**config.mk**
```make
export PLATFORM = sky130hd
export DESIGN_NAME = alu_issue_arbiter
export DESIGN_NICKNAME = d
export VERILOG_FILES = /design/src/rtl/alu_issue_arbiter.sv
export SDC_FILE = /design/constraint.sdc
export NUM_CORES = 1
export LEC_CHECK = 0
export BUFFER_PORTS_ARGS = -buffer_cell sky130_fd_sc_hd__buf_2
export CORE_ASPECT_RATIO = 0.8
export CORE_MARGIN = 1
export CORE_UTILIZATION = 40
export CTS_CLUSTER_DIAMETER = 100
export DETAILED_ROUTE_END_ITERATION = 16
export PLACE_DENSITY = 0.82
export SLEW_MARGIN = 20
export SYNTH_ARGS = -nofsm -noshare
export SYNTH_HDL_FRONTEND = slang
export SYNTH_SLANG_ARGS = --single-unit
```
**constraint.sdc**
```tcl
create_clock -name clk -period 7.4 [get_ports clk]
set_input_delay 1.11 -clock clk [delete_from_list [all_inputs] [get_ports clk]]
set_output_delay 1.11 -clock clk [all_outputs]
set_load 0.005 [all_outputs]
```
**src/rtl/alu_issue_arbiter.sv**
```systemverilog
// alu_issue_arbiter: round-robin arbiter sharing one ALU port between NUM_REQ
// issue queues, with a registered stallable issue stage and an early wakeup
// tag pipeline of depth ALU_LATENCY.
// Optional feature macro: ALU_ISSUE_ARB_STALL_CNT_EN (saturating stall counter).

package common;
  typedef enum logic [3:0] {
    ALU_ADD  = 4'd0,
    ALU_SUB  = 4'd1,
    ALU_AND  = 4'd2,
    ALU_OR   = 4'd3,
    ALU_XOR  = 4'd4,
    ALU_SLL  = 4'd5,
    ALU_SRL  = 4'd6,
    ALU_SRA  = 4'd7,
    ALU_SLT  = 4'd8,
    ALU_SLTU = 4'd9
  } alu_cmd_t;
endpackage

module alu_issue_arbiter #(
  parameter int NUM_REQ     = 2,
  parameter int ALU_LATENCY = 1
) (
  input  logic                  clk,
  input  logic                  rst,
  input  logic [NUM_REQ-1:0]    req_valid,
  input  common::alu_cmd_t      req_alu_cmd [NUM_REQ],
  input  logic [31:0]           req_op1     [NUM_REQ],
  input  logic [31:0]           req_op2     [NUM_REQ],
  input  logic [7:0]            req_phys_rd [NUM_REQ],
  output logic [NUM_REQ-1:0]    req_grant,
  input  logic                  flush,
  input  logic                  ex_ready,
  output logic                  ex_valid,
  output common::alu_cmd_t      ex_alu_cmd,
  output logic [31:0]           ex_op1,
  output logic [31:0]           ex_op2,
  output logic [7:0]            ex_phys_rd,
  output logic                  wakeup_valid,
  output logic [7:0]            wakeup_tag,
  output logic [31:0]           stall_cycles
);

  localparam int PTR_W = (NUM_REQ > 1) ? $clog2(NUM_REQ) : 1;

  // Modular pointer add; explicit compare keeps NUM_REQ=3 wrapping correct.
  function automatic logic [PTR_W-1:0] ptr_add(input logic [PTR_W-1:0] p, input int k);
    int s;
    s = int'(p) + k;
    if (s >= NUM_REQ) s = s - NUM_REQ;
    return PTR_W'(s);
  endfunction

  logic [PTR_W-1:0]  r_rr_ptr;
  logic              r_ex_vld_p0;
  common::alu_cmd_t  r_ex_cmd_p0;
  logic [31:0]       r_ex_op1_p0;
  logic [31:0]       r_ex_op2_p0;
  logic [7:0]        r_ex_rd_p0;
  logic [ALU_LATENCY-1:0] r_wk_vld_p;
  logic [7:0]        r_wk_tag_p [ALU_LATENCY];

  logic              w_can_issue;
  logic              w_accept;
  logic              w_grant_any;
  logic [PTR_W-1:0]  w_grant_idx;
  logic [NUM_REQ-1:0] w_grant;

  assign w_can_issue = !r_ex_vld_p0 || ex_ready;
  assign w_accept    = r_ex_vld_p0 && ex_ready;

  // Round-robin search starting at r_rr_ptr; first ready requester wins.
  always_comb begin
    w_grant     = '0;
    w_grant_any = 1'b0;
    w_grant_idx = '0;
    if (w_can_issue && !flush) begin
      for (int k = 0; k < NUM_REQ; k++) begin
        if (!w_grant_any && req_valid[ptr_add(r_rr_ptr, k)]) begin
          w_grant_any = 1'b1;
          w_grant_idx = ptr_add(r_rr_ptr, k);
        end
      end
      if (w_grant_any) w_grant[w_grant_idx] = 1'b1;
    end
  end

  assign req_grant = w_grant;

  // Round-robin pointer advances past each granted requester.
  always_ff @(posedge clk or posedge rst) begin
    if (rst) begin
      r_rr_ptr <= '0;
    end else if (w_grant_any) begin
      r_rr_ptr <= ptr_add(w_grant_idx, 1);
    end
  end

  // ---- stage p0: issue register feeding the ALU ----
  // Issue stage: load on grant, drain on accept, drop on flush, hold on stall.
  always_ff @(posedge clk or posedge rst) begin
    if (rst) begin
      r_ex_vld_p0 <= 1'b0;
      r_ex_cmd_p0 <= common::ALU_ADD;
      r_ex_op1_p0 <= '0;
      r_ex_op2_p0 <= '0;
      r_ex_rd_p0  <= '0;
    end else if (flush) begin
      r_ex_vld_p0 <= 1'b0;
    end else if (w_grant_any) begin
      r_ex_vld_p0 <= 1'b1;
      r_ex_cmd_p0 <= req_alu_cmd[w_grant_idx];
      r_ex_op1_p0 <= req_op1[w_grant_idx];
      r_ex_op2_p0 <= req_op2[w_grant_idx];
      r_ex_rd_p0  <= req_phys_rd[w_grant_idx];
    end else if (ex_ready) begin
      r_ex_vld_p0 <= 1'b0;
    end
  end

  assign ex_valid   = r_ex_vld_p0;
  assign ex_alu_cmd = r_ex_cmd_p0;
  assign ex_op1     = r_ex_op1_p0;
  assign ex_op2     = r_ex_op2_p0;
  assign ex_phys_rd = r_ex_rd_p0;

  // ---- stages p1..pN: wakeup tag shift pipeline ----
  // Accepted tags shift toward the tail; flush wipes every in-flight tag.
  always_ff @(posedge clk or posedge rst) begin
    if (rst) begin
      r_wk_vld_p <= '0;
      for (int s = 0; s < ALU_LATENCY; s++) r_wk_tag_p[s] <= '0;
    end else if (flush) begin
      r_wk_vld_p <= '0;
      for (int s = 0; s < ALU_LATENCY; s++) r_wk_tag_p[s] <= '0;
    end else begin
      r_wk_vld_p[0] <= w_accept;
      r_wk_tag_p[0] <= w_accept ? r_ex_rd_p0 : 8'h00;
      for (int s = 1; s < ALU_LATENCY; s++) begin
        r_wk_vld_p[s] <= r_wk_vld_p[s-1];
        r_wk_tag_p[s] <= r_wk_tag_p[s-1];
      end
    end
  end

  assign wakeup_valid = r_wk_vld_p[ALU_LATENCY-1];
  assign wakeup_tag   = r_wk_tag_p[ALU_LATENCY-1];

`ifdef ALU_ISSUE_ARB_STALL_CNT_EN
  // Saturating increment so the counter parks at all-ones.
  function automatic logic [31:0] sat_inc(input logic [31:0] v);
    return (v == 32'hFFFF_FFFF) ? v : v + 32'd1;
  endfunction

  logic [31:0] r_stall_cnt;

  // Count cycles where a valid op is held back by the ALU.
  always_ff @(posedge clk or posedge rst) begin
    if (rst) begin
      r_stall_cnt <= '0;
    end else if (flush) begin
      r_stall_cnt <= '0;
    end else if (r_ex_vld_p0 && !ex_ready) begin
      r_stall_cnt <= sat_inc(r_stall_cnt);
    end
  end

  assign stall_cycles = r_stall_cnt;
`else
  assign stall_cycles = 32'd0;
`endif

endmodule

```
# Word level (Yosys, flattened, before mapping)
# Index checks and enable logic that the tools add are counted.
# classes
addsub	5
mux	40
n_bitwise	2
n_reduce_logical	10
n_lt_le_gt_ge	8
# ops
cell	n
$mux W32	6
$mux W8	5
$mux W1	23
$mux W4	3
$ge A2 B2 Y1 const B	3
$lt A1 B2 Y1 const B	3
$add A1 B1 Y2 const B	2
$logic_and A1 B1 Y1	4
$mux W2	2
$logic_not A1 Y1	3
$reduce_bool A3 Y1	1
$sub A1 B1 Y1 const B	3
$ge A1 B2 Y1 const B	1
$not A1 Y2	1
$reduce_and A2 Y1	1
$demux W1 S1	1
$ge A1 B1 Y1 const B	1
$logic_or A1 B1 Y1	1
$not A1 Y1	1
# word_totals
register_bits	87
out_inout_bits	120
in_bits	158

# Longest topological paths before layout
# Gate-level depths: netlist (run 1).
# depth
word_depth	18
ltp_mapped	7

# Worst setup path before layout (run 1)
# OpenSTA, ideal clock, no wires.
# synth_timing
path_kind	input-to-output
startpoint	in req_valid[1]
endpoint	out req_grant[0]
n_path_buf	3
t_arrival_ps	2137
slack_ps	4153
path_stages	6
path_cell_list	buf_2 -> nor2_2 -> or3_1 -> buf_2 -> clkbuf_1 -> a21oi_1
# synth_via
elab_chain_cells	14
# synth_rtl
item	line_no	source
start, declared	27	input logic [NUM_REQ-1:0] req_valid,
$mux W1 (not written as such) (2 in series)	80	if (!w_grant_any && req_valid[ptr_add(r_rr_ptr, k)]) begin
$mux W1	80	
$mux W1	78	if (w_can_issue && !flush) begin
$logic_not A1 Y1	80	
$logic_and A1 B1 Y1	80	
$mux W1	80	
$mux W1	78	
$lt A1 B2 Y1 (not written as such) or $ge A1 B1 Y1 (tied branches)	85	if (w_grant_any) w_grant[w_grant_idx] = 1'b1;
$logic_and A1 B1 Y1 (not written as such)	85	
$mux W1 (not written as such)	85	
$demux W1 S1	85	
$mux W2 *	85	
$mux W2 *	78	
end, declared	32	output logic [NUM_REQ-1:0] req_grant,
# Every way passes the cells marked *; elsewhere a longest branch is shown, timed or not. The select of a mux whose other input is x is not followed.

# Worst setup path in the final report (run 1)
# Ends and elaborated chain as after synthesis.

==> parameters.txt, run 1 <==
Parameter                              Value

Clock network
  Post-CTS sizing ... 0
  Clock latency at the later pin of the worst-skew pair ... 330 ps
  Total CTS buffers ... 9
  Number of buffers added to fix hold violations after cts ... 0
  Deepest clock path buffer count ... 2
  Total setup buffers inserted after CTS ... 0
  Root buffer cell ... clkbuf_16
  Number of H-tree branching levels ... 3
  Clock-pin slew on the worst setup and hold paths ... 60 ps
  Clock tree from TritonCTS ... built
  Number of sinks on the clock net ... 87

Global route
  Met1 Usage GRT ... 0.3414
  Pin count of the biggest net entering global routing ... 81
  Wire length of the first global-routing pass ... 25990 um
  Met3 Use GR ... 0.05501
  Global router's overall resource usage ... 0.2503
  GRT busiest layer ... met2
  Global Route met2 Usage ... 0.3967
  GR Overflow Total ... 0
  Initial antenna violation count ... 0
  Vias in the first global route ... 4821

Worst setup path
  Arrival time at the worst endpoint ... 3290 ps
  Cells traversed along the worst timing path ... buf_2, nor2_4, buf_4, or3_2, a21oi_1, buf_2
  CP peak stage delay ... 850 ps
  Crit path capture ... req_grant[0]
  Buffers plus inverters on the worst setup path ... 3
  Critical R2R Capture ... ex_op2[25]
  Stages on worst setup path ... 6
  Required time worst endpoint ... 6290 ps
  Flop-to-flop setup slack ... 4630 ps
  Reg2reg start ... ex_valid
  Slowest cell on the critical path ... or3_2
  Cell repeated most along the worst path ... buf_2
  Worst path top cell family by delay ... buffers and inverters
  Count of cells along the worst register-to-register path ... 5
  Critical path launch point ... req_valid[1]
  Startpoint kind of the worst setup timing path ... primary input
  Worst Path Class, Setup ... in -> out
  Sort of element at the end of the critical path ... output pin
  Worst-path maximum fanout ... 79

Die
  Number of cell rows ... 36
  Floorplan die area ... 13230 sq um
  Initial Util ... 0.4155
  Die outline height ... 103.1 um
  CORE AREA ... 12300 sq um
  Boundary pin count ... 278
  Width of the chip ... 128.4 um

Layout
  Synthesis-to-layout area growth ... 26.86%
  Leading cell types in the layout, fill and taps excluded ... 245 x buf_2, 150 x o31ai_1, 87 x dfrtp_1
  Total number of nets in the final design ... 873
  Number of diodes ... 0
  Most common cell after layout, fill and taps aside ... buf_2
  Fraction of layout cells with a size suffix above 1 ... 0.3917
  Post-Layout Cell Count ... 891

Drt
  Antenna Nets Post-Route ... 0
  DRC violation count after routing ... 0
  WL final ... 16680 um
  Via density per instance ... 6.058
  Count of vias placed by the detailed router ... 5398
  Pre-antenna DRT Iters ... 6
  Initial drt markers ... 461
  Detail-routed net length per standard cell ... 18.71 um

Outcome
  Run status ... finished clean

STA
  Final max-slew violation count ... 0
  Setup Skew ... 6.646 ps
  Final hold violations ... 0
  Tightest hold margin ... 502.0 ps
  Post-layout min period ... 4403 ps
  Relative slew slack ... 0.3786
  Slew @ Worst Pin ... 932.1 ps
  RSZ-0062 raised after global routing ... false
  Fmax ... 227.1 MHz
  Count of final setup violators ... 0
  Part of the cycle the worst path needs ... 0.5951
  Summed negative setup slack over all endpoints ... 0 ps

Flow run
  Max-cap violations ... 0

Placed design
  Gp weighted congestion ... 0.8042
  Port buffer count ... 245
  Final HPWL from detailed placement ... 10730 um
  Number of placed cells counting well taps ... 875

Hold path
  Path class of the lowest-slack min-delay path ... reg -> reg

Yosys
  Sequential element share of the synthesized area ... 0.4261
  Simple-Gate Fraction of Synth Area ... 0.09525
  Number of distinct library cells after synthesis ... 25
  Number of cells produced by synthesis ... 535
  Yosys synthesis warning count ... 0
  Mean instance size in the synthesized netlist ... 9.551 sq um
  Yosys reg bits ... 87
  Synthesized area ... 5110 sq um
  Proportion of synthesized area in mux cells ... 0.002204
  Dominant combinational cell family by area after synthesis ... compound AO/OA/AOI/OAI gates
  XOR/XNOR share of the synthesized area ... 0
  Synth Area in Compound Gates ... 0.3548
  Adder and majority gate portion of the synthesized area ... 0

Power and ir drop
  Power density of the placed cells ... 221.2 nW/um^2
  Leakage power ... 3.008 nW
  Worst IR drop on VDD ... 0.1017 mV
worst register-to-register path: cells and delay by family, from the launching register on:
| kind | cells | cell delay (ps) |
|---|---|---|
| flip-flops | 1 | 400 |
| AO/OA/AOI/OAI | 1 | 210 |
| buffers and inverters | 2 | 1240 |
| AND/OR/NAND/NOR | 2 | 780 |
cells by family (layout without fill, tap and decap cells):
group | after synthesis | in the layout
compound gates | 230 | 230
other cells | 1 | 32
mux | 1 | 1
buf+inv | 122 | 276
flops | 87 | 87
simple gates | 94 | 94
how the worst min path moves through the flow:
stage,start,end,slack [ps],cells past startpoint
floorplan,r_rr_ptr,r_rr_ptr,500,1
global placement,ex_op1[14],ex_op1[14],480,2
detailed placement,ex_op2[0],ex_op2[0],490,2
CTS,ex_op2[0],ex_op2[0],500,2
global route,ex_op1[5],ex_op1[5],520,2
finish,ex_op2[30],ex_op2[30],500,2
flip-flops by register name (all words and copies together), names as in the netlist:
signal        count
ex_alu_cmd        4
ex_op2           32
ex_valid          1
ex_phys_rd        8
r_rr_ptr          1
wakeup_tag        8
wakeup_valid      1
ex_op1           32
metal layers:
| metal | routed length (um) | vias to the layer above |
|---|---|---|
| met5 | 0 | - |
| met4 | 267 | 0 |
| met3 | 1530 | 29 |
| met2 | 7859 | 338 |
| met1 | 7018 | 2585 |
| li1 | - | 2446 |
cells in the mapped netlist:
cell type / n / area (sq um)
buf_2: 8 / 40.04
a21oi_1: 2 / 10.01
conb_1: 1 / 3.750
or3_1: 1 / 6.260
nand3_1: 1 / 5.000
clkbuf_1: 67 / 251.5
nand2_1: 1 / 3.750
a31oi_1: 1 / 6.260
nor2_2: 1 / 6.260
dfrtp_1: 87 / 2177
o31a_1: 1 / 8.760
o31ai_1: 150 / 1126
o21ai_0: 1 / 5.000
and3_1: 1 / 6.260
nor2_1: 1 / 3.750
buf_1: 7 / 26.28
inv_1: 4 / 15.01
nor2b_1: 2 / 12.51
buf_6: 4 / 45.04
and2_1: 8 / 50.05
nor3_1: 76 / 380.4
nand2b_1: 2 / 12.51
buf_4: 32 / 240.2
a41oi_1: 75 / 656.9
mux2_2: 1 / 11.26
where the power goes:
part | internal (mW) | switching, mW
registers | 0.550 | 0.0460
logic | 0.161 | 0.213
clock network | 0.273 | 0.192
cell type report:
cell class | instances | area [sq um]
Clock buffer | 10 | 239.0
Sequential cell | 87 | 2177
Fill cell | 1165 | 5814
Inverter | 4 | 17.52
Multi-Input combinational cell | 357 | 2457
Tap cell | 171 | 214.0
Timing Repair Buffer | 256 | 1309
Clock inverter | 6 | 68.82
through the flow:
| step | power [mW] | instance area (sq um) | util | setup slack [ps] |
|---|---|---|---|---|
| 5_1_grt | 1.519 | 6482 | 0.5272 | 2892 |
| 3_5_place_dp | 0.9793 | 6175 | 0.5021 | 3033 |
| 3_3_place_gp | 0.9722 | 6175 | 0.5021 | 3056 |
| 2_1_floorplan | 0.8184 | 5226 | - | 4040 |
| 4_1_cts | 1.446 | 6482 | 0.5272 | 3026 |
| 6_report | 1.434 | 6482 | 0.5272 | 2997 |
Note: power is estimated with default switching activity, not from simulation.
==> inputs of run 2 (changes only) <==
- clock period: 7.4 -> 4.6 ns (I/O delays scaled with it)
==> run 2 against run 1 <==
Sequential share of layout area hardly changed. Power is 62% higher. Non-clock buffer count is 1 higher. Count of clock-buffer cells in the layout stayed put. Design area hardly changed. Via count is 0.52% higher. Largest cell class unchanged.
==> parameters.txt, run 2 (synthesis results as in run 1) <==
Parameter                              Value

Layout
  Total number of nets in the final design ... 874
  Synthesis-to-layout area growth ... 26.98%
  Most common cell after layout, fill and taps aside ... buf_2
  Post-Layout Cell Count ... 892
  Fraction of layout cells with a size suffix above 1 ... 0.3925
  Number of diodes ... 0
  Leading cell types in the layout, fill and taps excluded ... 245 x buf_2, 150 x o31ai_1, 87 x dfrtp_1

Outcome
  Run status ... finished clean

Drt
  Count of vias placed by the detailed router ... 5426
  Met3 routed wirelength ... 1484 um
  DRC violation count after routing ... 0
  Initial drt markers ... 454
  Pre-antenna DRT Iters ... 4
  WL final ... 17200 um
  Antenna Nets Post-Route ... 0
  Via density per instance ... 6.083
  Length of routed met2 wiring ... 8242 um
  Highest metal used ... met5
  Met1 layer wirelength in the final routing ... 7092 um
  Detail-routed net length per standard cell ... 19.28 um

Die
  Initial Util ... 0.4155
  Boundary pin count ... 278
  Number of cell rows ... 36
  Width of the chip ... 128.4 um
  Die outline height ... 103.1 um
  CORE AREA ... 12300 sq um
  Floorplan die area ... 13230 sq um

Worst setup path
  Startpoint kind of the worst setup timing path ... primary input
  Worst Path Class, Setup ... in -> out
  Reg2reg start ... r_rr_ptr
  Flop-to-flop setup slack ... 2220 ps
  Sort of element at the end of the critical path ... output pin
  Count of cells along the worst register-to-register path ... 4
  Cell repeated most along the worst path ... buf_2
  Cells traversed along the worst timing path ... buf_2, or3_2, a21oi_1, buf_2
  CP peak stage delay ... 910 ps
  Arrival time at the worst endpoint ... 2270 ps
  Critical R2R Capture ... ex_op1[1]
  Slowest cell on the critical path ... or3_2
  Worst-path maximum fanout ... 39
  Required time worst endpoint ... 3910 ps

Power and ir drop
  Cell-internal power ... 1.583 mW
  P_sw ... 0.7345 mW
  Proportion of total power due to net switching ... 0.3170
  Total Power Consumption ... 2.317 mW
  Combinational Power Share ... 0.264
  Fraction of power consumed by the clock network ... 0.324
  Power density of the placed cells ... 357.1 nW/um^2
  Leakage power ... 3.009 nW
  Seq pwr share ... 0.412
  Worst IR drop on VDD ... 0.1786 mV

STA
  Final max-slew violation count ... 0
  RSZ-0062 raised after global routing ... false
  Setup Skew ... 7.239 ps
  Relative slew slack ... 0.3153
  Part of the cycle the worst path needs ... 0.6443
  Tightest hold margin ... 493.7 ps
  Final hold violations ... 0
  Fmax ... 337.4 MHz
  Count of final setup violators ... 0
  Slew @ Worst Pin ... 1026 ps
  Post-layout min period ... 2964 ps
  Summed negative setup slack over all endpoints ... 0 ps

Clock network
  Clock tree from TritonCTS ... built
  Root buffer cell ... clkbuf_16
  Clock latency at the later pin of the worst-skew pair ... 340 ps
  Number of buffers added to fix hold violations after cts ... 0
  Number of H-tree branching levels ... 3
  Total setup buffers inserted after CTS ... 0
  Clock-pin slew on the worst setup and hold paths ... 60 ps
  Total CTS buffers ... 9
  Deepest clock path buffer count ... 2
  Post-CTS sizing ... 0
  Number of sinks on the clock net ... 87

Hold path
  Hold wc startpoint ... ex_op1[8]
  Path class of the lowest-slack min-delay path ... reg -> reg
  Depth of the worst hold-timing path ... 2
  Hold Crit Endpoint ... ex_op1[8]

Global route
  Vias in the first global route ... 4950
  Wire length of the first global-routing pass ... 26360 um
  Global router's overall resource usage ... 0.2577
  Pin count of the biggest net entering global routing ... 80
  GR Overflow Total ... 0
  Initial antenna violation count ... 1

Placed design
  Port buffer count ... 245
  Number of placed cells counting well taps ... 876
  Final HPWL from detailed placement ... 10840 um
  Gp weighted congestion ... 0.7705

Flow run
  Max-cap violations ... 0
==> run 2: cell count changes in the layout (fill, tap and decap cells not counted), sizes merged <==
cell / change
buf: +1
clkinv: -1
clkinvlp: +1
==> run 2: per-layer routing <==
| layer | vias to the layer above | GRT usage |
|---|---|---|
| met5 | - | 0 |
| met4 | 2 | 0.09593 |
| met3 | 33 | 0.05241 |
| met2 | 365 | 0.4179 |
| met1 | 2569 | 0.3418 |
| li1 | 2457 | - |
==> run 2: worst max path at each step <==
| stage | cells past startpoint | from | endpoint | slack [ps] |
|---|---|---|---|---|
| final | 4 | flush | req_grant[0] | 1640 |
| after global routing | 4 | flush | req_grant[0] | 1520 |
| after CTS | 4 | flush | req_grant[0] | 1650 |
| after detailed placement | 6 | req_valid[1] | ex_op2[13] | 1610 |
| after global placement | 4 | flush | req_grant[0] | 1650 |
| after floorplan | 1 | rst | ex_alu_cmd[0] | 1660 |
==> run 2: metrics by stage <==
| step | instance area (sq um) | utilization | setup slack (ps) |
|---|---|---|---|
| after global routing | 6489 | 0.5277 | 1519 |
| after floorplan | 5226 | - | 1660 |
| final | 6489 | 0.5277 | 1636 |
| after CTS | 6489 | 0.5277 | 1647 |
| after detailed placement | 6182 | 0.5027 | 1613 |
| after global placement | 6182 | 0.5027 | 1655 |
==> run 2: layout make-up <==
cell class,instances,area [sq um]
fill,1153,5808
tap,171,214.0
sequential,87,2177
clock inverter,6,67.56
timing repair buffer,257,1316
inverter,4,17.52
multi-input combinational,357,2457
clock buffer,10,239.0
==> run 2: worst max-delay path, delay by kind of cell <==
kind,cells,cell delay (ps)
buffers and inverters,2,420
AOI/OAI and AO/OA,1,240
and+or+nand+nor,1,910
==> run 2: power by group through the flow <==
stage / clock [mW] / sequential (mW) / combinational (mW)
finish: 0.751 / 0.954 / 0.612
global route: 0.798 / 0.968 / 0.674
CTS: 0.766 / 0.955 / 0.612
detailed placement: 0 / 0.967 / 0.611
global placement: 0 / 0.965 / 0.603
floorplan: 0 / 0.970 / 0.346
==> inputs of run 3 (changes only) <==
- PLACE_DENSITY: 0.82 -> 0.85
- clock period: 4.6 -> 2.6 ns (I/O delays scaled with it)
==> run 3 against run 2 <==
Via count increased by 0.72%. Clock skew decreased by 1.2 ps. Register-to-register slack got worse by 1600 ps. Largest power group unchanged. Sequential power increased by 77%. Die area unchanged.
==> parameters.txt, run 3 (synthesis results as in run 1) <==
Parameter                              Value

Drt
  Pre-antenna DRT Iters ... 5
  Met1 layer wirelength in the final routing ... 6922 um
  Antenna Nets Post-Route ... 0
  Met3 routed wirelength ... 1569 um
  WL final ... 17050 um
  Initial drt markers ... 338
  Highest metal used ... met4
  Length of routed met2 wiring ... 8298 um
  DRC violation count after routing ... 0
  Count of vias placed by the detailed router ... 5465
  Detail-routed net length per standard cell ... 19.01 um
  Via density per instance ... 6.093

Worst setup path
  Worst Path Class, Setup ... reg -> out
  Count of cells along the worst register-to-register path ... 4
  Reg2reg start ... ex_valid
  Crit path capture ... req_grant[1]
  Startpoint kind of the worst setup timing path ... flip-flop
  Critical path launch point ... ex_valid
  Critical R2R Capture ... ex_op2[29]
  Worst-path maximum fanout ... 24
  Flop-to-flop setup slack ... 590 ps
  Sort of element at the end of the critical path ... output pin
  Required time worst endpoint ... 2210 ps
  Arrival time at the worst endpoint ... 1910 ps

STA
  Fmax ... 435.1 MHz
  Slew @ Worst Pin ... 923.0 ps
  RSZ-0062 raised after global routing ... false
  Post-layout min period ... 2298 ps
  Relative slew slack ... 0.3847
  Summed negative setup slack over all endpoints ... 0 ps
  Setup Skew ... 6.014 ps
  Part of the cycle the worst path needs ... 0.8839
  Count of final setup violators ... 0
  Final max-slew violation count ... 0
  Final hold violations ... 0

Clock network
  Total CTS buffers ... 9
  Number of H-tree branching levels ... 3
  Number of buffers added to fix hold violations after cts ... 0
  Root buffer cell ... clkbuf_16
  Total setup buffers inserted after CTS ... 0
  Deepest clock path buffer count ... 2
  Clock tree from TritonCTS ... built
  Clock latency at the later pin of the worst-skew pair ... 330 ps
  Clock-pin slew on the worst setup and hold paths ... 70 ps
  Number of sinks on the clock net ... 87
  Post-CTS sizing ... 0

Global route
  GR Overflow Total ... 0
  Vias in the first global route ... 5137
  Pin count of the biggest net entering global routing ... 88
  Wire length of the first global-routing pass ... 26300 um
  Global router's overall resource usage ... 0.2521
  Initial antenna violation count ... 0

Die
  Die outline height ... 103.1 um
  Number of cell rows ... 36
  Boundary pin count ... 278
  Width of the chip ... 128.4 um
  CORE AREA ... 12300 sq um
  Floorplan die area ... 13230 sq um
  Initial Util ... 0.4155

Placed design
  Total placed instance area ... 6271 sq um
  Final HPWL from detailed placement ... 10680 um
  Gp weighted congestion ... 0.7783
  Port buffer count ... 245
  Number of placed cells counting well taps ... 881

Layout
  Total number of nets in the final design ... 879
  Number of diodes ... 0
  Post-Layout Cell Count ... 897
  Filler cells ... 1133
  Synthesis-to-layout area growth ... 29.04%
  Fraction of layout cells with a size suffix above 1 ... 0.3967
  Leading cell types in the layout, fill and taps excluded ... 245 x buf_2, 150 x o31ai_1, 87 x dfrtp_1
  Post-route cell area ... 6594 sq um
  Most common cell after layout, fill and taps aside ... buf_2

Outcome
  Run status ... finished clean

Power and ir drop
  Leakage power ... 3.053 nW
  Worst IR drop on VDD ... 0.3141 mV
  Power density of the placed cells ... 634.4 nW/um^2

Flow run
  Max-cap violations ... 0

Hold path
  Path class of the lowest-slack min-delay path ... in -> async
run 3: cell count changes in the layout (fill, tap and decap cells not counted), sizes merged:
cell / delta
clkinvlp: +1
bufinv: +1
buf: +5
clkinv: +1
clkbuf: -1
inv: -2
run 3: layer usage:
metal / vias to the layer above / GRT usage
li1: 2456 / -
met1: 2638 / 0.3317
met2: 344 / 0.4195
met3: 27 / 0.05553
met4: 0 / 0.07149
met5: - / 0
run 3: where the power goes:
part | switching, mW | leakage (nW) | internal [mW]
sequential | 0.127 | 1.09 | 1.57
combinational | 0.618 | 1.81 | 0.477
clock | 0.552 | 0.152 | 0.844
run 3: worst max-delay path, stage by stage (launching register included):
cell and delay (ps):
dfrtp_1 410, nor2b_4 140, or3_2 660, nor2_1 220, buf_2 130
run 3: how the worst min path moves through the flow:
stage,slack (ps),cells after the start,to
6_report,190,3,ex_op2[8]
5_1_grt,220,3,ex_op2[10]
4_1_cts,200,3,ex_op2[8]
3_5_place_dp,480,2,ex_op1[26]
3_3_place_gp,480,2,ex_op2[7]
2_1_floorplan,500,1,r_rr_ptr
run 3: stage by stage:
stage | utilization | total power, mW | setup slack (ps) | hold WS (ps)
after global placement | 0.5100 | 2.779 | 572.8 | 479.9
after floorplan | - | 2.330 | 793.2 | 495.1
final | 0.5362 | 4.183 | 301.9 | 187.3
after detailed placement | 0.5100 | 2.807 | 481.9 | 483.7
after global routing | 0.5362 | 4.409 | 209.4 | 221.4
after CTS | 0.5362 | 4.214 | 277.1 | 202.2
run 3: cell type report:
type	instances	area, sq um	share of cell area
clock buffer	9	225.2	0.03416
clock inverter	7	97.59	0.01480
inverter	4	18.77	0.002846
multi-input combinational	357	2457	0.3727
sequential	87	2177	0.3302
tap	171	214.0	0.03245
timing repair buffer	262	1404	0.2129
